`src/rtl/masked_add_seq.sv`:
```
// Bit-serial first-order masked adder: sums two share-split W-bit operands one bit per step.
// Latency: W+1 cycles from accept to out_valid when rnd_valid is held high; +1 per rnd stall cycle.
// Backpressure: in_ready only in IDLE; a step waits on rnd_valid; result held in DONE until out_ready.
//
// Ports:
//   i_clk, i_rst                   clock (rising edge), synchronous active-high reset
//   i_in_valid / o_in_ready        operand handshake; i_a0^i_a1 = A, i_b0^i_b1 = B
//   i_rnd_valid / o_rnd_ready      randomness handshake; i_rnd[0] = r_g, i_rnd[1] = r_t
//   o_out_valid / i_out_ready      result handshake; o_s0^o_s1 = (A+B) mod 2^W
//   o_co0, o_co1                   carry-out shares of bit W-1
//   o_busy                         high while running or holding a result
module masked_add_seq #(
  parameter int W           = 8,
  parameter bit CLR_ON_DONE = 1'b1
) (
  input  logic         i_clk,
  input  logic         i_rst,
  input  logic         i_in_valid,
  output logic         o_in_ready,
  input  logic [W-1:0] i_a0,
  input  logic [W-1:0] i_a1,
  input  logic [W-1:0] i_b0,
  input  logic [W-1:0] i_b1,
  input  logic         i_rnd_valid,
  output logic         o_rnd_ready,
  input  logic [1:0]   i_rnd,
  output logic         o_out_valid,
  input  logic         i_out_ready,
  output logic [W-1:0] o_s0,
  output logic [W-1:0] o_s1,
  output logic         o_co0,
  output logic         o_co1,
  output logic         o_busy
);

  localparam int            IW   = $clog2(W);
  localparam logic [IW-1:0] LAST = IW'(W - 1);

  typedef enum logic [1:0] {
    S_IDLE = 2'd0,
    S_RUN  = 2'd1,
    S_DONE = 2'd2
  } state_t;

  state_t        r_state;
  state_t        w_state_nxt;
  logic          w_accept;
  logic          w_step;
  logic          w_handoff;

  logic [W-1:0]  r_a0, r_a1, r_b0, r_b1;
  logic [W-1:0]  r_s0, r_s1;
  logic          r_c0, r_c1;
  logic [IW-1:0] r_idx;

  logic          w_x0, w_x1, w_y0, w_y1;
  logic          w_p0, w_p1;
  logic          w_g0, w_g1, w_t0, w_t1;

  always_ff @(posedge i_clk) begin
    if (i_rst) r_state <= S_IDLE;
    else       r_state <= w_state_nxt;
  end

  always_comb begin
    w_state_nxt = r_state;
    o_in_ready  = 1'b0;
    o_rnd_ready = 1'b0;
    o_out_valid = 1'b0;
    o_busy      = 1'b0;
    w_accept    = 1'b0;
    w_step      = 1'b0;
    w_handoff   = 1'b0;
    case (r_state)
      S_IDLE: begin
        o_in_ready = 1'b1;
        if (i_in_valid) begin
          w_accept    = 1'b1;
          w_state_nxt = S_RUN;
        end
      end
      S_RUN: begin
        o_busy      = 1'b1;
        o_rnd_ready = 1'b1;
        // One rnd handshake is exactly one step; no rnd means a full stall.
        if (i_rnd_valid) begin
          w_step = 1'b1;
          if (r_idx == LAST) w_state_nxt = S_DONE;
        end
      end
      S_DONE: begin
        o_busy      = 1'b1;
        o_out_valid = 1'b1;
        // in_ready stays low here, so the handoff cycle never doubles as an accept.
        if (i_out_ready) begin
          w_handoff   = 1'b1;
          w_state_nxt = S_IDLE;
        end
      end
      default: w_state_nxt = S_IDLE;
    endcase
  end

  // Share pairs of the current bit position.
  assign w_x0 = r_a0[r_idx];
  assign w_x1 = r_a1[r_idx];
  assign w_y0 = r_b0[r_idx];
  assign w_y1 = r_b1[r_idx];

  assign w_p0 = w_x0 ^ w_y0;
  assign w_p1 = w_x1 ^ w_y1;

  // Masked ANDs: each output share mixes in the fresh bit so neither share alone
  // carries x&y (or c&p); the two copies of the fresh bit cancel on recombination.
  assign w_g0 = (w_x0 & w_y0) ^ (w_x0 & w_y1) ^ i_rnd[0];
  assign w_g1 = (w_x1 & w_y1) ^ (w_x1 & w_y0) ^ i_rnd[0];
  assign w_t0 = (r_c0 & w_p0) ^ (r_c0 & w_p1) ^ i_rnd[1];
  assign w_t1 = (r_c1 & w_p1) ^ (r_c1 & w_p0) ^ i_rnd[1];

  // g and t are never both 1 in the unmasked domain, so XOR equals the OR of a ripple carry.
  always_ff @(posedge i_clk) begin
    if (i_rst) begin
      r_a0  <= '0;
      r_a1  <= '0;
      r_b0  <= '0;
      r_b1  <= '0;
      r_s0  <= '0;
      r_s1  <= '0;
      r_c0  <= 1'b0;
      r_c1  <= 1'b0;
      r_idx <= '0;
    end else if (w_accept) begin
      r_a0  <= i_a0;
      r_a1  <= i_a1;
      r_b0  <= i_b0;
      r_b1  <= i_b1;
      r_s0  <= '0;
      r_s1  <= '0;
      r_c0  <= 1'b0;
      r_c1  <= 1'b0;
      r_idx <= '0;
    end else if (w_step) begin
      r_s0[r_idx] <= w_p0 ^ r_c0;
      r_s1[r_idx] <= w_p1 ^ r_c1;
      r_c0        <= w_g0 ^ w_t0;
      r_c1        <= w_g1 ^ w_t1;
      r_idx       <= (r_idx == LAST) ? '0 : r_idx + IW'(1);
    end else if (w_handoff && CLR_ON_DONE) begin
      r_a0 <= '0;
      r_a1 <= '0;
      r_b0 <= '0;
      r_b1 <= '0;
      r_s0 <= '0;
      r_s1 <= '0;
      r_c0 <= 1'b0;
      r_c1 <= 1'b0;
    end
  end

  assign o_s0  = r_s0;
  assign o_s1  = r_s1;
  assign o_co0 = r_c0;
  assign o_co1 = r_c1;

endmodule

```
`config.mk`:
```
export PLATFORM = sky130hd
export DESIGN_NAME = masked_add_seq
export DESIGN_NICKNAME = d
export VERILOG_FILES = /design/src/rtl/masked_add_seq.sv
export SDC_FILE = /design/constraint.sdc
export NUM_CORES = 1
export LEC_CHECK = 0
export ABC_CLOCK_PERIOD_IN_PS = 6900
export CAP_MARGIN = 20
export CORE_UTILIZATION = 53
export CTS_BUF_LIST = sky130_fd_sc_hd__clkbuf_4 sky130_fd_sc_hd__clkbuf_8 sky130_fd_sc_hd__clkbuf_16
export DETAILED_ROUTE_END_ITERATION = 16
export PLACE_DENSITY = 0.95
export SYNTH_ARGS = -nofsm -noshare
export SYNTH_HDL_FRONTEND = slang
export SYNTH_SLANG_ARGS = --single-unit
```
`constraint.sdc`:
```
create_clock -name i_clk -period 6.9 [get_ports i_clk]
set_input_delay 1.725 -clock i_clk [delete_from_list [all_inputs] [get_ports i_clk]]
set_output_delay 1.725 -clock i_clk [all_outputs]
set_load 0.01 [all_outputs]
```
==> implementation parameters, run 1 <==
Parameter                              Value

Clocking
  Clock tree root buffer cell    clkbuf_8
  Post-CTS Resized    0
  Total CTS buffers    5
  Post CTS Setup Buffer Count    0
  Clock tree from TritonCTS    yes
  Total clock sinks    55
  Level count of the clock H-tree    2
  Worst-case clock buffer depth    2
  Clock latency reported for the late side of the worst-skew pair    310 ps
  Clock-pin slew on the worst setup and hold paths    90 ps
  Hold-fix buffers at CTS    0

Critical path
  Crit path max fanout    32
  Endpoint of the worst-slack reg-to-reg timing path    o_co1$_SDFFE_PP0P_
  R2R Path Start    r_idx[1]$_SDFFE_PP0P_
  Max stage delay cell, worst path    clkdlybuf4s50_1
  Cell repeated most along the worst path    nand3_1
  Worst reg2reg setup slack    around 3500 ps
  Crit path launch type    input port
  Worst setup EP type    flip-flop
  Worst-path cell chain    clkdlybuf4s50_1 > nand2_1 > nand3_1 > buf_4 > nand3_1 > a21oi_1
  Depth of the worst register-to-register path    9
  Critical path data required time    7140 ps
  Cell class contributing the biggest share of worst-path delay    buffers and inverters
  Number of logic stages on the critical path including buffering    6
  Classification of the worst setup path    input port to flip-flop
  Count of buffering cells on the critical path with inverters included    2
  Critical Path AT    3660 ps
  Peak per-stage delay on the critical path    520 ps

Layout
  # diodes    0
  Most used cells in the layout excluding fill and tap cells    60 x nand2_1, 60 x clkdlybuf4s50_1, 55 x dfxtp_1
  Proportion of layout cells with a drive suffix above 1    0.0672
  Post-layout nets    404
  Fin util    0.699
  Syn-to-layout area delta    27.4%

STA
  Final-layout worst hold slack    468 ps
  Number of endpoints with negative hold slack in the final report    0
  Transition at the pin with the smallest max-transition slack    approximately 900 ps
  Worst relative slew slack    0.398
  Fin Clk Skew    8.54 ps
  Part of the cycle the worst path needs    0.496
  Pins over their slew limit    0
  Period minus WS final    about 3400 ps
  Unrepaired setup endpoints after global routing    no
  Achievable frequency    292 MHz
  Final setup violation count    0
  Setup TNS    0 ps

Synthesis
  Warnings from Yosys    0
  Average size of a mapped cell    8.34 sq um
  Post-Synthesis Net Count    between 300 and 400
  Distinct cells, synth    28
  Seq/Total Area, Yosys    0.425
  Number of storage elements in the synthesis netlist    55
  Cells after synthesis    311
  Combined area of all synthesized cells    2590 sq um

Floorplanning
  Std cell rows    25
  Die span in y    71.9 microns
  Die area    5180 sq um
  Width of the die    around 72 microns
  Io pins    61
  Initial core utilization    0.549
  Std-Cell Core Area    around 4700 sq um

Power
  Relative contribution of sequential cells to total power    0.509
  Net switching component of the power    196 uW
  Power per cell area    approximately 210 nW/um^2
  Proportion of power drawn by combinational gates    0.231
  Net Sw Frac    0.285
  Fraction of power consumed by the clock network    0.260
  IR Drop Worst-Case VDD    between 150 and 200 uV
  Internal power summed over all cells    492 uW
  Leakage power total    1.17 nW
  Total Power Consumption    ~700 uW

Routing
  1st-iter DRT viols    164
  Vias per std cell    5.60
  Number of remaining DRC errors    0
  Total detailed-routing wirelength    5.69 mm
  Drt first pass iters    4
  Number of vias in the routed layout    about 2,400
  Routed WL per cell    around 13 microns
  Number of nets still failing antenna checks after routing    0

Placement
  Count of buffers inserted at the top-level ports    60
  Half-perimeter wire length after placement    between 3 and 4 mm
  Global placer's final weighted congestion    0.811

Worst hold path
  Hold wc startpoint    r_b1[3]$_SDFFE_PP0P_
  Path class of the lowest-slack min-delay path    flip-flop to flip-flop
  End point of the most critical hold path    r_b1[3]$_SDFFE_PP0P_
  Number of cells on the worst hold path    2

GRT
  Antenna violations before repair    0
  Overflow left after global routing    0
  Maximum number of pins on one net before global-route repair    37
  Total routing usage reported by global routing    0.240
  Number of global-route vias before repair    2,269
  Wire length of the first global-routing pass    ~10 mm

Outcome
  Outcome    finished clean

Flow run
  Max-cap check violation count    0
state kept, by name, summed over array words and instances, names as in the netlist, 2 cells and up:
signal and cells:
o_s0 8, o_s1 8, r_a0 8, r_a1 8
r_b0 8, r_b1 8, r_idx 3, r_state 2
per-layer routing:
layer | GRT usage | up-vias | share of wire
met3 | 0.0542 | 8 | 0.053
li1 | - | 1169 | -
met1 | 0.297 | 1110 | 0.42
met5 | 0 | - | 0
met2 | 0.410 | 86 | 0.51
met4 | 0.0915 | 0 | 0.014
metrics by stage:
step | instances | cell area (sq um) | setup WS [ps]
after detailed placement | 415 | 3190 | 3210
after global placement | 415 | 3190 | 3270
after CTS | 423 | 3280 | 3510
final | 424 | 3300 | 3480
after floorplan | 311 | 2590 | 4040
after global routing | 424 | 3300 | 3300
area by class of cell:
cell class	count	area, sq um
Clock buffer	7	83.8
Inverter	3	11.3
Multi-Input combinational cell	227	1370
Fill cell	378	1420
Sequential cell	55	1100
Clock inverter	1	5.00
Timing Repair Buffer	64	651
Tap cell	67	83.8
kinds of logic after synthesis:
logic type | synth area share
XOR/XNOR | 0.0304
AO/OA/AOI/OAI | 0.118
flip-flops | 0.425
multiplexers | 0.0951
AND/OR/NAND/NOR | 0.241
buffers and inverters | 0.0478
adder cells (fa/ha/maj) | 0.0434
cells in the mapped netlist:
cell type / number / area (sq um)
nand4_1: 2 / 12.5
a21oi_1: 53 / 265
buf_6: 2 / 22.5
ha_1: 9 / 113
buf_1: 7 / 26.3
nand2b_1: 3 / 18.8
and3_1: 2 / 12.5
o21ai_0: 1 / 5.00
xor2_1: 1 / 8.76
and2_1: 1 / 6.26
mux2_4: 1 / 15.0
a211oi_1: 2 / 15.0
mux2i_1: 1 / 10.0
xnor2_1: 8 / 70.1
mux4_2: 6 / 135
dfxtp_1: 55 / 1100
and2_0: 1 / 6.26
nand2_1: 60 / 225
a32o_1: 2 / 20.0
nor3_1: 4 / 20.0
nor2b_1: 3 / 18.8
mux2_2: 3 / 33.8
nand2_2: 2 / 12.5
inv_1: 3 / 11.3
nand3_1: 53 / 265
nor2_1: 7 / 26.3
mux4_1: 2 / 52.6
clkbuf_1: 17 / 63.8
power by group through the flow:
| stage | Clock (mW) | Combinational, mW | Sequential [mW] |
|---|---|---|---|
| 3_3_place_gp | 0 | 0.146 | 0.356 |
| 3_5_place_dp | 0 | 0.151 | 0.358 |
| 6_report | 0.179 | 0.159 | 0.351 |
| 2_1_floorplan | 0 | 0.0991 | 0.354 |
| 5_1_grt | 0.193 | 0.175 | 0.353 |
| 4_1_cts | 0.182 | 0.152 | 0.350 |
worst min-delay path, stage by stage (launching register included):
cell and delay, ps:
dfxtp_1 310, nand3_1 60, a21oi_1 60
worst max-delay path by stage:
stage | start | endpoint | slack (ps)
finish | i_rnd_valid | r_b1[4]$_SDFFE_PP0P_ | 3480
global route | i_in_valid | o_co0$_SDFFE_PP0P_ | 3300
CTS | i_rnd_valid | r_b1[4]$_SDFFE_PP0P_ | 3510
detailed placement | i_rnd_valid | r_b1[4]$_SDFFE_PP0P_ | 3210
global placement | i_in_valid | o_co1$_SDFFE_PP0P_ | 3270
floorplan | i_rnd_valid | o_s0[1]$_SDFFE_PP0P_ | 4040
No activity file was read; power rests on OpenSTA's default activity.
==> run 2: changes to the inputs <==
==> config.mk (replaced) <==
export PLATFORM = sky130hd
export DESIGN_NAME = masked_add_seq
export DESIGN_NICKNAME = d
export VERILOG_FILES = /design/src/rtl/masked_add_seq.sv
export SDC_FILE = /design/constraint.sdc
export NUM_CORES = 1
export LEC_CHECK = 0
export ABC_CLOCK_PERIOD_IN_PS = 3400
export CAP_MARGIN = 20
export CORE_UTILIZATION = 50
export CTS_BUF_LIST = sky130_fd_sc_hd__clkbuf_4 sky130_fd_sc_hd__clkbuf_8 sky130_fd_sc_hd__clkbuf_16
export DETAILED_ROUTE_END_ITERATION = 16
export PLACE_DENSITY = 0.91
export SYNTH_ARGS = -nofsm -noshare
export SYNTH_HDL_FRONTEND = slang
export SYNTH_SLANG_ARGS = --single-unit
==> constraint.sdc (replaced) <==
create_clock -name i_clk -period 3.4 [get_ports i_clk]
set_input_delay 0.85 -clock i_clk [delete_from_list [all_inputs] [get_ports i_clk]]
set_output_delay 0.85 -clock i_clk [all_outputs]
set_load 0.01 [all_outputs]
==> run 2 against run 1 <==
Non-clock buffer count grew 3. Worst hold slack gained 2.7 ps. Combinational power grew 96%. Setup slack lost 3100 ps. Flip-flop and latch count is the same. Final cell count grew 0.47%. Via count grew 1.3%. First-iteration DRC count grew 15%. Sequential share of layout area shrank 0.20 points. Register-to-register slack lost 3200 ps. Critical path type is now flip-flop to flip-flop.
==> implementation parameters, run 2 (same netlist as run 1, synthesis figures left out) <==
Parameter                              Value

Critical path
  Peak per-stage delay on the critical path    640 ps (+120 ps)
  Cell class contributing the biggest share of worst-path delay    multiplexers
  Crit path max fanout    9 (-72%)
  Classification of the worst setup path    flip-flop to flip-flop
  Worst-path cell chain    mux4_2 > mux2_2 > ha_1 > ha_1 > xnor2_1 > xnor2_1 > xnor2_1 > xnor2_1 > a32o_1
  Cell repeated most along the worst path    xnor2_1
  Number of logic stages on the critical path including buffering    9 (+3)
  R2R Path Start    r_idx[1]$_SDFFE_PP0P_
  Worst setup EP type    flip-flop
  Start point of the critical path    r_idx[1]$_SDFFE_PP0P_
  Crit path launch type    flip-flop
  Critical Path AT    3230 ps (-430 ps)
  Max stage delay cell, worst path    dfxtp_1
  Critical path data required time    3610 ps (-3530 ps)
  Count of buffering cells on the critical path with inverters included    0 (-2)
  Depth of the worst register-to-register path    9 (unchanged)

Routing
  Drt first pass iters    4 (unchanged)
  Routed WL per cell    14.3 microns (+6.2%)
  Total detailed-routing wirelength    6.07 mm (+6.7%)
  Number of vias in the routed layout    2,403 (+1.3%)
  Number of remaining DRC errors    0 (unchanged)
  Vias per std cell    5.64 (+0.79%)
  Number of nets still failing antenna checks after routing    0 (unchanged)
  1st-iter DRT viols    188 (+15%)

Placement
  Placement Setup Slack    389 ps (-2820 ps)
  Half-perimeter wire length after placement    4.30 mm (+7.4%)
  Count of buffers inserted at the top-level ports    60 (unchanged)
  DP Cell Count    419 (+0.96%)
  Global placer's final weighted congestion    0.807 (-0.43%)

Clocking
  Total clock sinks    55 (unchanged)
  Post CTS Setup Buffer Count    0 (unchanged)
  Clock latency reported for the late side of the worst-skew pair    310 ps (about the same)
  Clock tree from TritonCTS    yes
  Total CTS buffers    5 (unchanged)
  Hold-fix buffers at CTS    0 (unchanged)
  Post-CTS Resized    0 (unchanged)
  Clock-pin slew on the worst setup and hold paths    100 ps (about the same)
  Worst-case clock buffer depth    2 (unchanged)
  Clock tree root buffer cell    clkbuf_8
  Level count of the clock H-tree    2 (unchanged)

Floorplanning
  Die span in y    74.0 microns (+2.9%)
  Width of the die    74.0 microns (+2.9%)
  Std cell rows    25 (unchanged)
  Io pins    61 (unchanged)
  Die area    5480 sq um (+5.8%)
  Std-Cell Core Area    4850 sq um (+2.6%)
  Initial core utilization    0.535 (-0.0142)

GRT
  Antenna violations before repair    0 (unchanged)
  Total routing usage reported by global routing    0.235 (-0.00514)
  Number of global-route vias before repair    2,250 (-0.84%)
  Wire length of the first global-routing pass    9.85 mm (about the same)
  Maximum number of pins on one net before global-route repair    49 (+32%)
  Overflow left after global routing    0 (unchanged)

STA
  Final setup violation count    0 (unchanged)
  Final worst setup slack    381 ps (-3090 ps)
  Transition at the pin with the smallest max-transition slack    511 ps (-390 ps)
  Fin Clk Skew    11.4 ps (+2.88 ps)
  Achievable frequency    331 MHz
  Final-layout worst hold slack    471 ps (+2.71 ps)
  Setup TNS    0 ps (unchanged)
  Period minus WS final    3020 ps
  Unrepaired setup endpoints after global routing    no
  Pins over their slew limit    0 (unchanged)
  Part of the cycle the worst path needs    0.888
  Number of endpoints with negative hold slack in the final report    0 (unchanged)
  Worst relative slew slack    0.658 (+0.259)

Layout
  Proportion of layout cells with a drive suffix above 1    0.0724 (+0.00520)
  Non-filler cells, final    426 (+0.47%)
  Area used by multi-input combinational logic    1370 sq um (unchanged)
  Post-layout nets    407 (+0.74%)
  Filler cell count    393 (+4.0%)
  Reg area    1100 sq um (unchanged)
  # diodes    0 (unchanged)
  Most used cells in the layout excluding fill and tap cells    60 x nand2_1, 60 x clkdlybuf4s50_1, 55 x dfxtp_1
  Syn-to-layout area delta    28.2%

Outcome
  Outcome    finished clean

Power
  Proportion of power drawn by combinational gates    0.215 (-0.016)
  Net switching component of the power    400 uW (+100%)
  Leakage power total    1.18 nW (+1.2%)
  Internal power summed over all cells    1.06 mW (+110%)
  Net Sw Frac    0.275 (-0.0103)
  Power per cell area    438 nW/um^2 (+110%)
  Relative contribution of sequential cells to total power    0.492 (-0.017)
  IR Drop Worst-Case VDD    254 uV (+61%)
  Fraction of power consumed by the clock network    0.293 (+0.033)

Worst hold path
  Number of cells on the worst hold path    2 (unchanged)
  Hold wc startpoint    o_s0[7]$_SDFFE_PP0P_
  Path class of the lowest-slack min-delay path    flip-flop to flip-flop

Flow run
  Max-cap check violation count    0 (unchanged)
run 2: cell count changes in the layout (fill, tap and decap cells not counted):
cell	before	now
bufinv_16	0	1
clkbuf_4	2	1
buf_16	1	0
buf_4	3	7
clkinv_2	1	0
run 2: worst reg2reg max path, cell delays in order (launching register included):
cell and delay (ps):
dfxtp_1 640, mux4_2 570, mux2_2 310, ha_1 330
ha_1 220, xnor2_1 190, xnor2_1 170, xnor2_1 160
xnor2_1 90, a32o_1 250
run 2: metal layers:
layer / routed length (microns) / track usage
met1: 2430 / 0.275
met2: 3120 / 0.417
met5: 0 / 0
met4: 163 / 0.0897
met3: 354 / 0.0528
run 2: power groups by stage:
stage	clock network, mW	logic [mW]	registers [mW]
floorplan	0	0.201	0.718
CTS	0.428	0.313	0.715
finish	0.427	0.312	0.716
detailed placement	0	0.310	0.730
global placement	0	0.299	0.727
global route	0.449	0.344	0.720
run 2: through the flow:
stage / power (mW) / utilization / cell area, sq um
after floorplan: 0.919 / - / 2590
after global placement: 1.03 / 0.663 / 3220
after detailed placement: 1.04 / 0.663 / 3220
after CTS: 1.46 / 0.685 / 3320
after global routing: 1.51 / 0.685 / 3320
final: 1.46 / 0.685 / 3320
run 2: path summary, 6_finish.rpt:
| kind | slack (ps) | endpoint |
|---|---|---|
| setup / recovery | 380 | o_co0$_SDFFE_PP0P_ |
| hold / removal | 470 | o_s0[7]$_SDFFE_PP0P_ |
| setup reg to reg | 380 | o_co0$_SDFFE_PP0P_ |
| hold reg to reg | 470 | o_s0[7]$_SDFFE_PP0P_ |
run 2: layout make-up:
| class | count | area share |
|---|---|---|
| clock buffers | 6 | 0.0230 |
| inverters | 3 | 0.00339 |
| flip-flops and latches | 55 | 0.331 |
| multi-input cells | 227 | 0.412 |
| clock inverters | 1 | 0.00904 |
| well taps | 67 | 0.0252 |
| repair buffers | 67 | 0.197 |
==> run 3: changes to the inputs <==
--- a/config.mk
+++ b/config.mk
@@ -11,6 +11,7 @@
 export CTS_BUF_LIST = sky130_fd_sc_hd__clkbuf_4 sky130_fd_sc_hd__clkbuf_8 sky130_fd_sc_hd__clkbuf_16
 export DETAILED_ROUTE_END_ITERATION = 16
 export PLACE_DENSITY = 0.91
+export SKIP_CTS_REPAIR_TIMING = 1
 export SYNTH_ARGS = -nofsm -noshare
 export SYNTH_HDL_FRONTEND = slang
 export SYNTH_SLANG_ARGS = --single-unit
==> results of run 3 <==
Final layout, timing and power as in run 2 (identical DEF).
